$ cat src/rtl/parl_add_acc_pkg.sv
// Shared types and sizing helpers for the parallel-adder row accumulator.
package parl_add_acc_pkg;

  typedef enum logic [1:0] {
    S_IDLE = 2'd0,
    S_FILL = 2'd1,
    S_WAIT = 2'd2
  } issue_st_e;

  function automatic int row_cnt_w(input int rows);
    return (rows > 32'sd1) ? $clog2(rows) : 32'sd1;
  endfunction

  // Summing `rows` values of `sum_w` bits needs clog2(rows) extra bits.
  function automatic int acc_width(input int sum_w, input int rows);
    return sum_w + row_cnt_w(rows);
  endfunction

  localparam int DEF_ROWS  = 32'sd5;
  localparam int ROW_CNT_W = row_cnt_w(DEF_ROWS);

endpackage

$ cat src/rtl/parl_add_acc_chk.sv
// Protocol checker for the window-sum buffer.
module parl_add_acc_chk (
  input logic clk,
  input logic rst_n,
  input logic push,
  input logic full
);

  // A slot is reserved when a window opens, so a push can never meet a full buffer.
  a_no_push_full: assert property (@(posedge clk) disable iff (!rst_n) !(push && full));

endmodule

$ cat src/rtl/parl_add_acc_fifo.sv
// Shift-style window-sum FIFO; entry 0 is the registered head seen downstream.
module parl_add_acc_fifo #(
  parameter int DEPTH = 2,
  parameter int WIDTH = 25,
  parameter int CNT_W = $clog2(DEPTH + 1)
) (
  input  logic             clk,
  input  logic             rst_n,
  input  logic             push,
  input  logic [WIDTH-1:0] push_data,
  input  logic             pop,
  output logic             out_valid,
  output logic [WIDTH-1:0] out_data,
  output logic             full,
  output logic [CNT_W-1:0] count
);

  logic [DEPTH-1:0][WIDTH-1:0] data_r;
  logic [DEPTH-1:0][WIDTH-1:0] shift_s;
  logic [CNT_W-1:0]            cnt_r;
  logic [CNT_W-1:0]            cnt_nxt_s;
  logic [CNT_W-1:0]            wr_idx_s;
  logic                        valid_r;
  logic                        full_r;
  logic                        pop_ok_s;

  assign pop_ok_s = pop & valid_r;

  for (genvar g = 0; g < DEPTH; g++) begin : g_shift
    if (g < DEPTH - 1) begin : g_mid
      assign shift_s[g] = data_r[g+1];
    end else begin : g_last
      assign shift_s[g] = data_r[g];
    end
  end

  // Next occupancy and write slot, accounting for a coincident pop.
  always_comb begin
    if (pop_ok_s) begin
      wr_idx_s = cnt_r - CNT_W'(1);
    end else begin
      wr_idx_s = cnt_r;
    end
    if (push && !pop_ok_s) begin
      cnt_nxt_s = cnt_r + CNT_W'(1);
    end else if (!push && pop_ok_s) begin
      cnt_nxt_s = cnt_r - CNT_W'(1);
    end else begin
      cnt_nxt_s = cnt_r;
    end
  end

  // Entry storage: a push lands on the first free slot, a pop shifts toward the head.
  always_ff @(posedge clk or negedge rst_n) begin
    if (!rst_n) begin
      data_r <= {(DEPTH*WIDTH){1'b0}};
    end else begin
      for (int i = 0; i < DEPTH; i++) begin
        if (push && (wr_idx_s == CNT_W'(i))) begin
          data_r[i] <= push_data;
        end else if (pop_ok_s) begin
          data_r[i] <= shift_s[i];
        end else begin
          data_r[i] <= data_r[i];
        end
      end
    end
  end

  // Occupancy and registered flags.
  always_ff @(posedge clk or negedge rst_n) begin
    if (!rst_n) begin
      cnt_r   <= {CNT_W{1'b0}};
      valid_r <= 1'b0;
      full_r  <= 1'b0;
    end else begin
      cnt_r   <= cnt_nxt_s;
      valid_r <= (cnt_nxt_s != {CNT_W{1'b0}});
      full_r  <= (cnt_nxt_s == CNT_W'(DEPTH));
    end
  end

  assign out_valid = valid_r;
  assign out_data  = data_r[0];
  assign full      = full_r;
  assign count     = cnt_r;

endmodule

$ cat src/rtl/parl_add_acc_ctrl.sv
// Row issue sequencer and window accumulator behind the 5-input adder tree.
// Optional perf counters (win_cnt_o, stall_cnt_o) are built when PARL_ADD_ACC_PERF_EN is defined.
module parl_add_acc_ctrl
  import parl_add_acc_pkg::*;
#(
  parameter int SUM_WIDTH     = 22,
  parameter int ROWS          = 5,
  parameter int ADDER_LATENCY = 4,
  parameter int OUT_DEPTH     = 2,
  parameter int ACC_WIDTH     = acc_width(SUM_WIDTH, ROWS)
) (
  input  logic                 parl_add_acc_clk,
  input  logic                 parl_add_acc_rst_b,
  input  logic                 in_valid_i,
  output logic                 in_ready_o,
  input  logic                 clear_i,
  input  logic [SUM_WIDTH-1:0] row_sum_i,
  output logic                 out_valid_o,
  input  logic                 out_ready_i,
  output logic [ACC_WIDTH-1:0] out_sum_o,
  output logic                 busy_o
`ifdef PARL_ADD_ACC_PERF_EN
  ,
  output logic [15:0]          win_cnt_o,
  output logic [15:0]          stall_cnt_o
`endif
);

  localparam int              RC_W     = row_cnt_w(ROWS);
  localparam int              BUF_W    = $clog2(OUT_DEPTH + 1);
  localparam logic [RC_W-1:0] LAST_ROW = RC_W'(ROWS - 1);
  localparam logic [BUF_W-1:0] DEPTH_V = BUF_W'(OUT_DEPTH);

  issue_st_e                state_r, state_nxt_s;
  logic [RC_W-1:0]          issue_cnt_r, issue_cnt_nxt_s;
  logic [BUF_W-1:0]         reserved_r, reserved_nxt_s;
  logic                     ready_r, ready_nxt_s;
  logic [ADDER_LATENCY-1:0] vpipe_r;
  logic [ACC_WIDTH-1:0]     acc_r;
  logic [ACC_WIDTH-1:0]     push_data_s;
  logic [RC_W-1:0]          acc_cnt_r;
  logic                     accept_s, pop_s, open_s, tap_s, push_s;
  logic                     buf_full_s;
  logic [BUF_W-1:0]         buf_cnt_s;

  assign in_ready_o  = ready_r & ~clear_i;
  assign accept_s    = in_valid_i & in_ready_o;
  assign pop_s       = out_valid_o & out_ready_i;
  assign open_s      = accept_s & (state_r == S_IDLE);
  assign tap_s       = vpipe_r[ADDER_LATENCY-1];
  assign push_s      = tap_s & (acc_cnt_r == LAST_ROW) & ~clear_i;
  assign push_data_s = acc_r + ACC_WIDTH'(row_sum_i);
  assign busy_o      = (|vpipe_r) | (state_r != S_IDLE) | (acc_cnt_r != {RC_W{1'b0}}) | out_valid_o;

  // Issue FSM next state; an abort leaves only already-buffered windows reserved.
  always_comb begin
    state_nxt_s     = state_r;
    issue_cnt_nxt_s = issue_cnt_r;
    reserved_nxt_s  = reserved_r;
    if (clear_i) begin
      state_nxt_s     = S_IDLE;
      issue_cnt_nxt_s = {RC_W{1'b0}};
      reserved_nxt_s  = buf_cnt_s - BUF_W'(pop_s);
    end else begin
      reserved_nxt_s = reserved_r + BUF_W'(open_s) - BUF_W'(pop_s);
      case (state_r)
        S_IDLE, S_FILL: begin
          if (accept_s) begin
            if (issue_cnt_r == LAST_ROW) begin
              issue_cnt_nxt_s = {RC_W{1'b0}};
              state_nxt_s     = (reserved_nxt_s == DEPTH_V) ? S_WAIT : S_IDLE;
            end else begin
              issue_cnt_nxt_s = issue_cnt_r + RC_W'(1);
              state_nxt_s     = S_FILL;
            end
          end else begin
            state_nxt_s = state_r;
          end
        end
        S_WAIT: begin
          if (pop_s) begin
            state_nxt_s = S_IDLE;
          end else begin
            state_nxt_s = S_WAIT;
          end
        end
        default: begin
          state_nxt_s = S_IDLE;
        end
      endcase
    end
    ready_nxt_s = (state_nxt_s == S_FILL) ||
                  ((state_nxt_s == S_IDLE) && (reserved_nxt_s < DEPTH_V));
  end

  // Issue FSM, reservation counter and registered ready.
  always_ff @(posedge parl_add_acc_clk or negedge parl_add_acc_rst_b) begin
    if (!parl_add_acc_rst_b) begin
      state_r     <= S_IDLE;
      issue_cnt_r <= {RC_W{1'b0}};
      reserved_r  <= {BUF_W{1'b0}};
      ready_r     <= 1'b1;
    end else begin
      state_r     <= state_nxt_s;
      issue_cnt_r <= issue_cnt_nxt_s;
      reserved_r  <= reserved_nxt_s;
      ready_r     <= ready_nxt_s;
    end
  end

  // Valid pipe mirroring the adder tree latency; its tap qualifies row_sum_i.
  always_ff @(posedge parl_add_acc_clk or negedge parl_add_acc_rst_b) begin
    if (!parl_add_acc_rst_b) begin
      vpipe_r <= {ADDER_LATENCY{1'b0}};
    end else if (clear_i) begin
      vpipe_r <= {ADDER_LATENCY{1'b0}};
    end else begin
      vpipe_r[0] <= accept_s;
      for (int i = 1; i < ADDER_LATENCY; i++) begin
        vpipe_r[i] <= vpipe_r[i-1];
      end
    end
  end

  // Window accumulator; the last row's sum bypasses acc_r straight into the buffer.
  always_ff @(posedge parl_add_acc_clk or negedge parl_add_acc_rst_b) begin
    if (!parl_add_acc_rst_b) begin
      acc_r     <= {ACC_WIDTH{1'b0}};
      acc_cnt_r <= {RC_W{1'b0}};
    end else if (clear_i) begin
      acc_r     <= {ACC_WIDTH{1'b0}};
      acc_cnt_r <= {RC_W{1'b0}};
    end else if (tap_s) begin
      if (acc_cnt_r == LAST_ROW) begin
        acc_r     <= {ACC_WIDTH{1'b0}};
        acc_cnt_r <= {RC_W{1'b0}};
      end else begin
        acc_r     <= push_data_s;
        acc_cnt_r <= acc_cnt_r + RC_W'(1);
      end
    end else begin
      acc_r     <= acc_r;
      acc_cnt_r <= acc_cnt_r;
    end
  end

  parl_add_acc_fifo #(
    .DEPTH (OUT_DEPTH),
    .WIDTH (ACC_WIDTH),
    .CNT_W (BUF_W)
  ) u_fifo (
    .clk       (parl_add_acc_clk),
    .rst_n     (parl_add_acc_rst_b),
    .push      (push_s),
    .push_data (push_data_s),
    .pop       (pop_s),
    .out_valid (out_valid_o),
    .out_data  (out_sum_o),
    .full      (buf_full_s),
    .count     (buf_cnt_s)
  );

  parl_add_acc_chk u_chk (
    .clk   (parl_add_acc_clk),
    .rst_n (parl_add_acc_rst_b),
    .push  (push_s),
    .full  (buf_full_s)
  );

`ifdef PARL_ADD_ACC_PERF_EN
  logic [15:0] win_cnt_r;
  logic [15:0] stall_cnt_r;

  // Saturating perf counters, restarted together with an aborted window.
  always_ff @(posedge parl_add_acc_clk or negedge parl_add_acc_rst_b) begin
    if (!parl_add_acc_rst_b) begin
      win_cnt_r   <= 16'h0000;
      stall_cnt_r <= 16'h0000;
    end else if (clear_i) begin
      win_cnt_r   <= 16'h0000;
      stall_cnt_r <= 16'h0000;
    end else begin
      if (pop_s && (win_cnt_r != 16'hFFFF)) begin
        win_cnt_r <= win_cnt_r + 16'h0001;
      end else begin
        win_cnt_r <= win_cnt_r;
      end
      if (in_valid_i && !in_ready_o && (stall_cnt_r != 16'hFFFF)) begin
        stall_cnt_r <= stall_cnt_r + 16'h0001;
      end else begin
        stall_cnt_r <= stall_cnt_r;
      end
    end
  end

  assign win_cnt_o   = win_cnt_r;
  assign stall_cnt_o = stall_cnt_r;
`endif

endmodule

$ cat config.mk
export PLATFORM = sky130hd
export DESIGN_NAME = parl_add_acc_ctrl
export DESIGN_NICKNAME = d
export VERILOG_FILES = /design/src/rtl/parl_add_acc_pkg.sv /design/src/rtl/parl_add_acc_chk.sv /design/src/rtl/parl_add_acc_fifo.sv /design/src/rtl/parl_add_acc_ctrl.sv
export SDC_FILE = /design/constraint.sdc
export NUM_CORES = 1
export LEC_CHECK = 0
export ABC_AREA = 1
export CAP_MARGIN = 15
export CORE_UTILIZATION = 58
export DETAILED_ROUTE_END_ITERATION = 10
export GPL_TIMING_DRIVEN = 0
export PLACE_DENSITY_LB_ADDON = 0.2
export SETUP_SLACK_MARGIN = 0.15
export SYNTH_ARGS = -nofsm -noshare
export SYNTH_HDL_FRONTEND = slang
export SYNTH_SLANG_ARGS = --single-unit
export TNS_END_PERCENT = 10
$ cat constraint.sdc
create_clock -name parl_add_acc_clk -period 2.7 [get_ports parl_add_acc_clk]
set_input_delay 0.54 -clock parl_add_acc_clk [delete_from_list [all_inputs] [get_ports parl_add_acc_clk]]
set_output_delay 0.54 -clock parl_add_acc_clk [all_outputs]
set_load 0.1 [all_outputs]
==> impl_metrics.toml, run 1 <==
[setup_path]
critPathArrivalTime_ns = 1.99
cp_slowest_cell = "clkdlybuf4s50_1"
cp_data_required_time_ns = 2.16
max_stage_delay_ns = 1.12
critical_path_class = "reg -> out"
startpoint_type = "register"
cp_cell_sequence = "buf_4, clkdlybuf4s50_1"
crit_fanout = 2
end_kind = "output pin"

[synth]
syn_inst = 842
syn-mean-instance-area_sq_um = 7.02
yosys.area_share.adder_pct = 6.47
yosys.area.top_type_share_pct = 38.9
synth_mux_area_share_pct = 0
ys_seq_area_share_pct = 39.4
yosysTopAreaCell = "dfrtp_1"
synthesis.nets = 899
yosys.area_share.simple_pct = 35.2
synth_top_family_by_area = "simple AND/OR/NAND/NOR gates"
syn-cell-area_sq_um = 5910
synth_area_leaders = "dfrtp_1 (39%), nand2_1 (20%), nand3_1 (8.8%)"
yosysWarnings = 0
yosysUniqueCellTypes = 30
synth_xor_area_share_pct = 1.93
ys_ff_latch = 93
synth-compound-area-share_pct = 4.85

[final_layout]
nets = 969
drive_above_1_share_pct = 8.72
syn2layout_area_growth_pct = 17.2
final_common_cell = "nand2_1"
final_cells = 1050
final_cell_mix = "nand2_1 (312), inv_1 (114), nand3_1 (104)"
num_antenna_cells = 0

[timing]
final.period_utilization_pct = 93.5
worst_slew_pin_slew_ns = 0.983
relSlewSlack_pct = 34.2
final.setup.worst_slack_ns = 0.175
setup_viol = 0
finClkSkew_ns = 0.0136
rsz0062_at_grt = "yes"
hold_violations = 0
fin_crit_ns = 2.53
fmax_mhz = 396
report.final.slew_viol_count = 0

[global_route]
grt_pass1_wl_mm = 25.0
grtUsageTotal_pct = 31.4
grt_overflow = 0
grt_pass1_vias = 5265
antenna_found_initial = 0
grt_max_degree = 59

[power_and_ir_drop]
clkPwrFrac_pct = 29.2
p_sw_mw = 1.13
power_density_nw_per_um2 = 485
p_int_mw = 2.23
leakage_nw = 3.81
comb_power_share_pct = 25.8
p_seq_share_pct = 44.9
ir_worst_vdd_mv = 0.530
p_total_mw = 3.36
switching_share_pct = 33.6

[die]
die_h_microns = 103
initial_core_util_pct = 60.2
dieArea_sq_um = 10600
core-area_sq_um = 9820
placementRows = 36
io_pins = 55
die_width_microns = 103

[route]
vias = 5503
avgRoutedWirePerCell_microns = 14.4
dr.pass1.iters = 5
route.detailed.drc = 0
drt_iter0_drc = 250
via_per_inst = 5.24
postRouteWirelength_mm = 15.2
ant_nets = 0

[clock_network]
htree_num_levels = 3
clock_latency_ns = 0.38
clk_pin_slew_ns = 0.10
cts-root-buf = "clkbuf_8"
cts_sinks = 93
cts_tree = "built"
numCtsBuffers = 9
clock_path_buffers = 2

[hold_path]
hp-class = "in -> async"

[run]
maxCapViolCount = 0

[run_status]
status = "complete, no violations"

[placement]
port_buffers = 54
gp_congestion = 0.939
placedCellCount = 1030
hpwl_mm = 11.9
pre_cts_slack_ns = -0.902
[final timing paths]
path                           slack [ns]  depth (start not counted)                   to                 from
max in group asynchronous            1.88                          2              ready_r   parl_add_acc_rst_b
hold reg to reg                      0.48                          2           vpipe_r[3]           vpipe_r[2]
hold / removal                       0.11                          1   u_fifo.out_data[3]   parl_add_acc_rst_b
setup reg to reg                     0.38                         10  u_fifo.out_data[12]     u_fifo.out_valid
setup / recovery                     0.17                          2        out_sum_o[11]  u_fifo.out_data[11]
min in group parl_add_acc_clk        0.48                          2           vpipe_r[3]           vpipe_r[2]
[repair_timing]
item | in CTS | in global routing
resized for setup | 12 | 4
endpoints found under the setup margin | 56 | 59
buffers inserted | 1 | 3
pin swaps | 1 | 1
hold buffers | 0 | 0
[per-layer routing]
metal  track usage, %  vias up  wire [microns]
met5                0        -               0
met4             10.9        0             344
met3             4.47       28             617
met2             51.3      133            7080
met1             42.7     2583            7120
li1                 -     2759               -
[critical path, delay by kind of cell, from the launching register on]
| family | cells | cell delay, ns |
|---|---|---|
| buffers and inverters | 2 | 1.23 |
| DFF | 1 | 0.38 |
[logic make-up (layout without fill, tap and decap cells)]
kind of cell,count (synthesis),in the layout
AND/OR/NAND/NOR,493,493
AO/OA/AOI/OAI,52,52
XOR/XNOR,13,13
buffers and inverters,161,236
flip-flops,93,93
adder cells (fa/ha/maj),30,30
[stage by stage]
step                      setup TNS, ns  hold WS [ns]  area [sq um]  utilization (%)
final                                 0         0.115          6930             70.6
after global routing                  0         0.140          6930             70.6
after CTS                             0         0.131          6900             70.3
after detailed placement         -39.86         0.463          6660             67.8
after global placement          -248.18         0.451          6630             67.5
after floorplan                       0         0.244          5920                -
[layout make-up]
cell class	count	area, sq um
Fill cell	916	2890
Multi-Input combinational cell	588	2880
Sequential cell	93	2330
Timing Repair Buffer	59	592
Inverter	119	449
Buffer	42	298
Tap cell	133	166
Clock buffer	11	151
Clock inverter	5	58.8
[power groups by stage]
stage	logic [mW]	clock network (mW)	registers (mW)
2_1_floorplan	0.524	0	1.58
3_3_place_gp	0.799	0	1.53
3_5_place_dp	0.822	0	1.54
4_1_cts	0.857	0.991	1.51
5_1_grt	0.949	1.05	1.52
6_report	0.868	0.980	1.51
[flip-flops by register name, indices dropped and copies added (netlist names)]
signal and cells:
acc_r 25, u_fifo.data_r 25, u_fifo.out_data 25, vpipe_r 4
acc_cnt_r 3, issue_cnt_r 3, reserved_r 2, state_r 2
u_fifo.count 2, ready_r 1, u_fifo.out_valid 1
[cells in the mapped netlist, drive strengths merged]
cell    count
nor2       51
inv       119
clkbuf      7
nand3b      8
a21oi      17
fa          1
dfstp       1
nand4       8
dfrtp      92
ha         29
or2         3
o211ai      9
nand3     105
o21ai      26
xnor2       7
nor3        4
nor4        1
buf        35
xor2        6
nand2     313
Power figures use the tool's default switching activity.
==> run 2, diff against run 1 <==
ABC_CLOCK_PERIOD_IN_PS = 2700   (was not set)
CORE_UTILIZATION = 55   (was 58)
==> run 2 against run 1 <==
Effect of this change:
- clock skew is 0.0018 ns lower
- hold slack worse by 0.018 ns
- sequential power hardly changed
- flip-flop and latch count stayed put
- cell count is 0.29% higher
- sequential share of layout area hardly changed
- clock power is 2% higher
==> impl_metrics.toml, run 2 (synthesis gave the netlist of run 1 again) <==
[timing]
finClkSkew_ns = 0.0118
fmax_mhz = 395
finalSetupTns_ns = 0
hold_violations = 0
relSlewSlack_pct = 34.9
holdWs_ns = 0.0971
setup_viol = 0
final.setup.worst_slack_ns = 0.167
worst_slew_pin_slew_ns = 0.973
fin_crit_ns = 2.53
final.period_utilization_pct = 93.8
report.final.slew_viol_count = 0
rsz0062_at_grt = "yes"

[global_route]
antenna_found_initial = 0
grt_overflow = 0
grtUsageTotal_pct = 29.9
grt_pass1_vias = 5407
grt_pass1_wl_mm = 25.9
grt_max_degree = 62

[setup_path]
cp_cell_sequence = "buf_4, clkdlybuf4s50_1"
reg2reg_depth = 10
path_depth = 2
startpoint_type = "register"
max_stage_delay_ns = 1.11
crit_fanout = 2
cp_slowest_cell = "clkdlybuf4s50_1"
cp_data_required_time_ns = 2.16
critical_path_class = "reg -> out"
critPathArrivalTime_ns = 1.99
end_kind = "output pin"
path_buf_inv = 2
cp_top_family = "buffers and inverters"

[die]
placementRows = 37
die_width_microns = 106
dieArea_sq_um = 11200
die_h_microns = 106
core-area_sq_um = 10400
initial_core_util_pct = 57.0
io_pins = 55

[run]
maxCapViolCount = 0

[clock_network]
clock_path_buffers = 2
cts_tree = "built"
numCtsBuffers = 9
cts_sinks = 93
cts-root-buf = "clkbuf_8"
clock_latency_ns = 0.37
clk_pin_slew_ns = 0.09
htree_num_levels = 3

[route]
vias = 5477
avgRoutedWirePerCell_microns = 14.7
route.detailed.drc = 0
ant_nets = 0
postRouteWirelength_mm = 15.5
dr.pass1.iters = 4
via_per_inst = 5.20
drt_iter0_drc = 306

[final_layout]
final_cell_mix = "nand2_1 (311), inv_1 (114), nand3_1 (104)"
n_fill_cell = 940
final_cells = 1053
num_antenna_cells = 0
syn2layout_area_growth_pct = 17.3
drive_above_1_share_pct = 8.83
fin_area_sq_um = 6940
nets = 969
final_common_cell = "nand2_1"
finish.utilization_pct = 66.9

[power_and_ir_drop]
power_density_nw_per_um2 = 489
p_sw_mw = 1.15
switching_share_pct = 33.9
p_seq_share_pct = 44.6
ir_worst_vdd_mv = 0.597
clkPwrFrac_pct = 29.4
p_total_mw = 3.39
comb_power_share_pct = 26.0
leakage_nw = 3.82
p_int_mw = 2.24

[placement]
placedCellCount = 1033
port_buffers = 54
hpwl_mm = 11.9
pre_cts_slack_ns = -0.955
gp_congestion = 0.922
dpl-instance-area_sq_um = 6660

[run_status]
status = "complete, no violations"

[hold_path]
hp-class = "in -> async"
-- run 2: area by class of cell --
cell class              count  area [sq um]  share of cell area [%]
plain buffers              42           300                    4.33
clock buffers              12           155                    2.24
clock inverters             4          55.1                   0.794
inverters                 119           449                    6.48
multi-input cells         588          2880                    41.6
flip-flops and latches     93          2330                    33.6
well taps                 136           170                    2.45
repair buffers             59           592                    8.53
-- run 2: worst paths after layout --
kind                                          from                  end  slack, ns
setup / recovery               u_fifo.out_data[15]        out_sum_o[15]       0.17
hold / removal                  parl_add_acc_rst_b   u_fifo.out_data[0]        0.1
setup reg to reg                  u_fifo.out_valid  u_fifo.out_data[10]       0.33
hold reg to reg                  u_fifo.data_r[46]    u_fifo.data_r[46]       0.49
max in group asynchronous       parl_add_acc_rst_b              ready_r       1.90
min in group parl_add_acc_clk    u_fifo.data_r[46]    u_fifo.data_r[46]       0.49
-- run 2: repair_timing --
item / in CTS / in global routing
resized for setup: 12 / 8
pin swaps: 1 / 2
setup endpoints to repair: 56 / 59
gates cloned: 0 / 0
buffers inserted: 1 / 3
hold buffers: 0 / 0
-- run 2: routing by layer --
| layer | track usage (%) | routed length, microns | vias up |
|---|---|---|---|
| met5 | 0 | 0 | - |
| met3 | 3.15 | 507 | 22 |
| li1 | - | - | 2769 |
| met1 | 39.3 | 7180 | 2569 |
| met2 | 50.7 | 7430 | 117 |
| met4 | 11.9 | 389 | 0 |
-- run 2: power by group through the flow --
stage / logic [mW] / clock network, mW / registers [mW]
floorplan: 0.524 / 0 / 1.58
global placement: 0.797 / 0 / 1.53
detailed placement: 0.829 / 0 / 1.54
CTS: 0.858 / 1.02 / 1.51
global route: 0.963 / 1.07 / 1.52
finish: 0.883 / 0.997 / 1.51
==> run 3, diff against run 2 <==
GPL_ROUTABILITY_DRIVEN = 1   (was not set)
==> results of run 3 <==
The final DEF is identical to that of run 2; final timing and power are the same.
